[src/rtl/topk_pkg.sv]
// Shared compare helper and default width constants for the top-K tracker.
package topk_pkg;

  localparam int K_DEF  = 4;
  localparam int RANK_W = $clog2(K_DEF);
  localparam int CNT_W  = $clog2(K_DEF + 1);
  localparam int MAX_W  = 64;

  // Callers extend operands to MAX_W first (sign- or zero-extension matching signed_mode).
  function automatic logic topk_better(input logic [MAX_W-1:0] a,
                                       input logic [MAX_W-1:0] b,
                                       input logic             signed_mode,
                                       input logic             min_mode);
    logic ge;
    logic le;
    if (signed_mode) begin
      ge = ($signed(a) >= $signed(b));
      le = ($signed(a) <= $signed(b));
    end else begin
      ge = (a >= b);
      le = (a <= b);
    end
    return min_mode ? le : ge;
  endfunction

endpackage

[src/rtl/topk_slot.sv]
// One rank of the sorted list: holds its value/valid, loads the new sample or
// the left neighbour, and flags whether the incoming sample belongs at or above it.
module topk_slot
  import topk_pkg::*;
#(
  parameter int DATA_WIDTH = 32,
  parameter int SIGNED     = 0,
  parameter int TRACK_MIN  = 0
) (
  input  logic                  clk,
  input  logic                  resetn,
  input  logic                  clear,
  input  logic                  ins_here,
  input  logic                  shift_here,
  input  logic [DATA_WIDTH-1:0] din,
  input  logic [DATA_WIDTH-1:0] left_e,
  input  logic                  left_v,
  output logic [DATA_WIDTH-1:0] e,
  output logic                  v,
  output logic                  take
);

  logic [MAX_W-1:0] din_x;
  logic [MAX_W-1:0] e_x;

  if (SIGNED != 0) begin : g_sx
    assign din_x = MAX_W'($signed(din));
    assign e_x   = MAX_W'($signed(e));
  end else begin : g_zx
    assign din_x = MAX_W'(din);
    assign e_x   = MAX_W'(e);
  end

  assign take = !v || topk_better(din_x, e_x, (SIGNED != 0), (TRACK_MIN != 0));

  always_ff @(posedge clk) begin
    if (!resetn || clear) begin
      e <= '0;
      v <= 1'b0;
    end else if (ins_here) begin
      e <= din;
      v <= 1'b1;
    end else if (shift_here) begin
      e <= left_e;
      v <= left_v;
    end
  end

endmodule

[src/rtl/topk_tracker.sv]
// Streaming top-K tracker: sorted register list, best first, one-cycle update latency.
// No backpressure: every valid sample is accepted; clear flushes and wins over din.
module topk_tracker
  import topk_pkg::*;
#(
  parameter int DATA_WIDTH = 32,
  parameter int K          = 4,
  parameter int SIGNED     = 0,
  parameter int TRACK_MIN  = 0
) (
  input  logic                   clk,
  input  logic                   resetn,
  input  logic                   din_valid,
  input  logic [DATA_WIDTH-1:0]  din,
  input  logic                   clear,
  input  logic [$clog2(K)-1:0]   rank_sel,
  output logic [DATA_WIDTH-1:0]  rank_dout,
  output logic [DATA_WIDTH-1:0]  kth_dout,
  output logic [$clog2(K+1)-1:0] count,
  output logic                   full
);

  localparam int RW = $clog2(K);
  localparam int CW = $clog2(K + 1);

  logic [DATA_WIDTH-1:0] e_arr [K];
  logic [K-1:0]          v_arr;
  logic [K-1:0]          take;
  logic [K:0]            below;
  logic [K-1:0]          ins;
  logic [K-1:0]          shift;

  // below[i]: some higher-ranked slot already claims the sample, so slot i shifts.
  assign below[0] = 1'b0;

  for (genvar i = 0; i < K; i++) begin : g_slot
    logic [DATA_WIDTH-1:0] left_e;
    logic                  left_v;

    if (i == 0) begin : g_head
      assign left_e = '0;
      assign left_v = 1'b0;
    end else begin : g_body
      assign left_e = e_arr[i-1];
      assign left_v = v_arr[i-1];
    end

    assign below[i+1] = below[i] | take[i];
    assign ins[i]     = din_valid & take[i] & ~below[i];
    assign shift[i]   = din_valid & below[i];

    topk_slot #(
      .DATA_WIDTH (DATA_WIDTH),
      .SIGNED     (SIGNED),
      .TRACK_MIN  (TRACK_MIN)
    ) u_slot (
      .clk        (clk),
      .resetn     (resetn),
      .clear      (clear),
      .ins_here   (ins[i]),
      .shift_here (shift[i]),
      .din        (din),
      .left_e     (left_e),
      .left_v     (left_v),
      .e          (e_arr[i]),
      .v          (v_arr[i]),
      .take       (take[i])
    );
  end

  // Unmatched rank_sel codes (non-power-of-2 K) fall through to zero.
  always_comb begin
    rank_dout = '0;
    for (int i = 0; i < K; i++) begin
      if (rank_sel == RW'(i) && v_arr[i]) begin
        rank_dout = e_arr[i];
      end
    end
  end

  always_comb begin
    count = '0;
    for (int i = 0; i < K; i++) begin
      count = count + CW'(v_arr[i]);
    end
  end

  assign full     = v_arr[K-1];
  assign kth_dout = v_arr[K-1] ? e_arr[K-1] : '0;

endmodule

[config.mk]
export PLATFORM = sky130hd
export DESIGN_NAME = topk_tracker
export DESIGN_NICKNAME = d
export VERILOG_FILES = /design/src/rtl/topk_pkg.sv /design/src/rtl/topk_slot.sv /design/src/rtl/topk_tracker.sv
export SDC_FILE = /design/constraint.sdc
export NUM_CORES = 1
export LEC_CHECK = 0
export CAP_MARGIN = 10
export CORE_UTILIZATION = 45
export DETAILED_ROUTE_END_ITERATION = 8
export DONT_BUFFER_PORTS = 1
export PLACE_DENSITY = 0.71
export SLEW_MARGIN = 20
export SYNTH_ARGS = -nofsm -noshare
export SYNTH_HDL_FRONTEND = slang
export SYNTH_HIERARCHICAL = 1
export SYNTH_SLANG_ARGS = --single-unit
[constraint.sdc]
create_clock -name clk -period 3.3 [get_ports clk]
set_input_delay 0.33 -clock clk [delete_from_list [all_inputs] [get_ports clk]]
set_output_delay 0.33 -clock clk [all_outputs]
set_load 0.02 [all_outputs]
==> results_dict.tcl <==
set metrics [dict create \
    status "finished clean" \
    grt_pass1_wl_um 48100 \
    synth_top_family_by_area "compound AO/OA/AOI/OAI gates" \
    grt_start_max_net_pins 65 \
    power_leakage_uw 0.00492 \
    drt_first_pass_iters 5 \
    relSlewSlack_pct 28.5 \
    synth-main-ff-cell "dfxtp_1" \
    period_share_pct 96.4 \
    synth_warnings 6 \
    grt_pass1_vias 8999 \
    synth_cell_types 44 \
    finalCoreUtilization_pct 52.0 \
    drt-total-wl_um 30600 \
    start_kind "register" \
    clk_latency_ps 430 \
    synth_cells 1331 \
    end_kind "register" \
    hp-class "input pin to register" \
    final-setup-viol-count 0 \
    yosysTopAreaCellShare_pct 25.2 \
    wl_per_cell_um 18.2 \
    grtUsageTotal_pct 25.6 \
    final_common_cell "nor2_1" \
    synth.cell_area_mm2 0.0105 \
    yosysTopAreaCell "dfxtp_1" \
    arrival_ps 3470 \
    start_util_pct 46.1 \
    ios 106 \
    synthToLayoutAreaGrowth_pct 12.7 \
    fin_crit_ps 3180 \
    n_fill_cell 2163 \
    yosys.area_share.simple_pct 16.1 \
    rows 55 \
    crit_type "register to register" \
    synthArstFlopShare_pct 0 \
    setup.worst_path.end "g_slot[3].u_slot/e[17]" \
    syn_avg_cell_area_um2 7.89 \
    ctsLongestPathBuffers 2 \
    synth-compound-area-share_pct 21.9 \
    viasPerCell 5.69 \
    drt_iter0_drc 763 \
    skew_ps 11.3 \
    cts-htree-levels 4 \
    layout_common_cells "nor2_1 (256), a21oi_1 (188), inv_1 (141)" \
    ctsHoldBuffers 0 \
    num_vias 9581 \
    crit_fanout 15 \
    synth-adder-area-share_pct 15.7 \
    dieWidth_um 155 \
    clk_pin_slew_worst_paths_ps 60 \
    yosys-top-cells-area "dfxtp_1 (25%), ha_1 (15%), mux2i_1 (12%)" \
    die_h_um 155 \
    diodes 0 \
    whs_ps 43.7 \
    numCtsBuffers 17 \
    synthXorXnorAreaFrac_pct 0 \
    hold_viol_final 0 \
    cellPowerDensity_mw_per_mm2 367 \
    core_mm2 0.0228 \
    irDropWorstVdd_mv 0.323 \
    fin_nets 1527 \
    grt-ovfl-total 0 \
    cts_tree "yes" \
    synth_mux_area_share_pct 11.8 \
    max_freq_mhz 314 \
    drc 0 \
    antenna_found_initial 0 \
    routabilityCongestion 0.906 \
    crit_required_ps 3590 \
    holdCritStartpoint "din[6]" \
    maxCapViolCount 0 \
    ant_nets 0 \
    ys_seq_area_share_pct 25.2 \
    slew_violations 0 \
    r2r_slack_ps 120 \
    reg2reg_from "g_slot[0].u_slot/e[19]" \
    port_buffers 0 \
    r2r_cells 13 \
    worst-slew-pin-transition_ps 1070 \
    hpwl_um 21000 \
    synth-edff-count 0 \
    cts-root-buf "clkbuf_16" \
    regToRegEndpoint "g_slot[3].u_slot/e[17]" \
    final_layout_size_suffix_gt1_share_pct 10.8 \
    cts.sinks 132 \
    die_area_mm2 0.0240 \
    setup.worst_path.start "g_slot[0].u_slot/e[19]" \
    ys_seq_elements 132 \
]
==> final cells by class <==
| class | instances | area, µm² | area share, % |
|---|---|---|---|
| multi-input cells | 1005 | 7070 | 59.8 |
| flip-flops and latches | 132 | 2640 | 22.3 |
| repair buffers | 61 | 571 | 4.82 |
| inverters | 141 | 529 | 4.47 |
| clock buffers | 23 | 478 | 4.04 |
| well taps | 313 | 392 | 3.31 |
| clock inverters | 9 | 150 | 1.27 |
==> how the worst min path moves through the flow <==
stage | endpoint | slack [ps] | cells past startpoint
after detailed placement | g_slot[2].u_slot/e[18] | 480 | 2
final | g_slot[0].u_slot/e[6] | 40 | 2
after global placement | g_slot[3].u_slot/e[30] | 470 | 2
after CTS | g_slot[2].u_slot/e[5] | 40 | 2
after global routing | g_slot[3].u_slot/e[2] | 50 | 2
after floorplan | g_slot[0].u_slot/e[30] | 470 | 2
==> cells by family after synthesis <==
logic type / after synthesis
AND/OR/NAND/NOR: 383
AO/OA/AOI/OAI: 333
buffers and inverters: 227
flip-flops: 132
other: 1
multiplexers: 124
adder cells (fa/ha/maj): 131
==> per-stage QoR <==
stage	cell area [µm²]	setup slack [ps]	power, µW	TNS, ps	cells
after detailed placement	11200	99.6	2310	0	1651
final	11800	118	4340	0	1684
after global placement	11200	209	2290	0	1651
after global routing	11800	-18.9	4500	-104	1684
after floorplan	10600	344	2160	0	1364
after CTS	11800	54.9	4350	0	1683
==> cell usage after synthesis, types with 6 or more instances <==
cell type  count
nor2_1       258
a21oi_1      188
inv_1        141
dfxtp_1      132
ha_1         130
mux2i_1      124
clkbuf_1      38
and2_1        34
a22oi_1       32
a221oi_2      30
nand2_1       29
buf_2         24
a211oi_1      12
buf_1         12
nand2b_1      12
nand3_1       12
nand4_1       12
o21a_1        12
nor2b_1       11
a21o_1         8
a21oi_2        8
o21ai_1        8
a221oi_1       6
==> where the power goes <==
group	leakage (µW)	internal, µW	total (µW)	switching [µW]
clock	0.000303	1320	2050	725
sequential	0.00107	1620	1650	31.7
combinational	0.00355	275	647	371
total	0.00492	3220	4340	1130
==> metal layers <==
metal | GRT usage (%) | routed length (µm) | up-vias | part of all wire (%)
li1 | - | - | 4650 | -
met1 | 33.0 | 13500 | 4525 | 44
met2 | 42.9 | 14400 | 354 | 47
met3 | 3.98 | 1940 | 52 | 6.3
met4 | 10.0 | 787 | 0 | 2.6
met5 | 0 | 0 | - | 0
==> worst max-delay path: stages, from the launching register on <==
cell and delay (ps):
dfxtp_1 390, inv_1 60, ha_1 310, a21oi_2 120
o21ai_1 80, a221o_1 400, a2111oi_2 490, o21ai_2 180
o31a_2 340, buf_4 240, mux2i_1 200, nor2_1 50
a21oi_1 130, nor2_1 50
==> flip-flops by register name (all words and copies together) (netlist names) <==
register         count
g_slot.u_slot/e    128
g_slot.u_slot/v      4
==> timing repair <==
action	in CTS	in global routing
resized for setup	0	5
endpoints found under the setup margin	0	61
buffers inserted	0	1
Power figures use the tool's default switching activity.
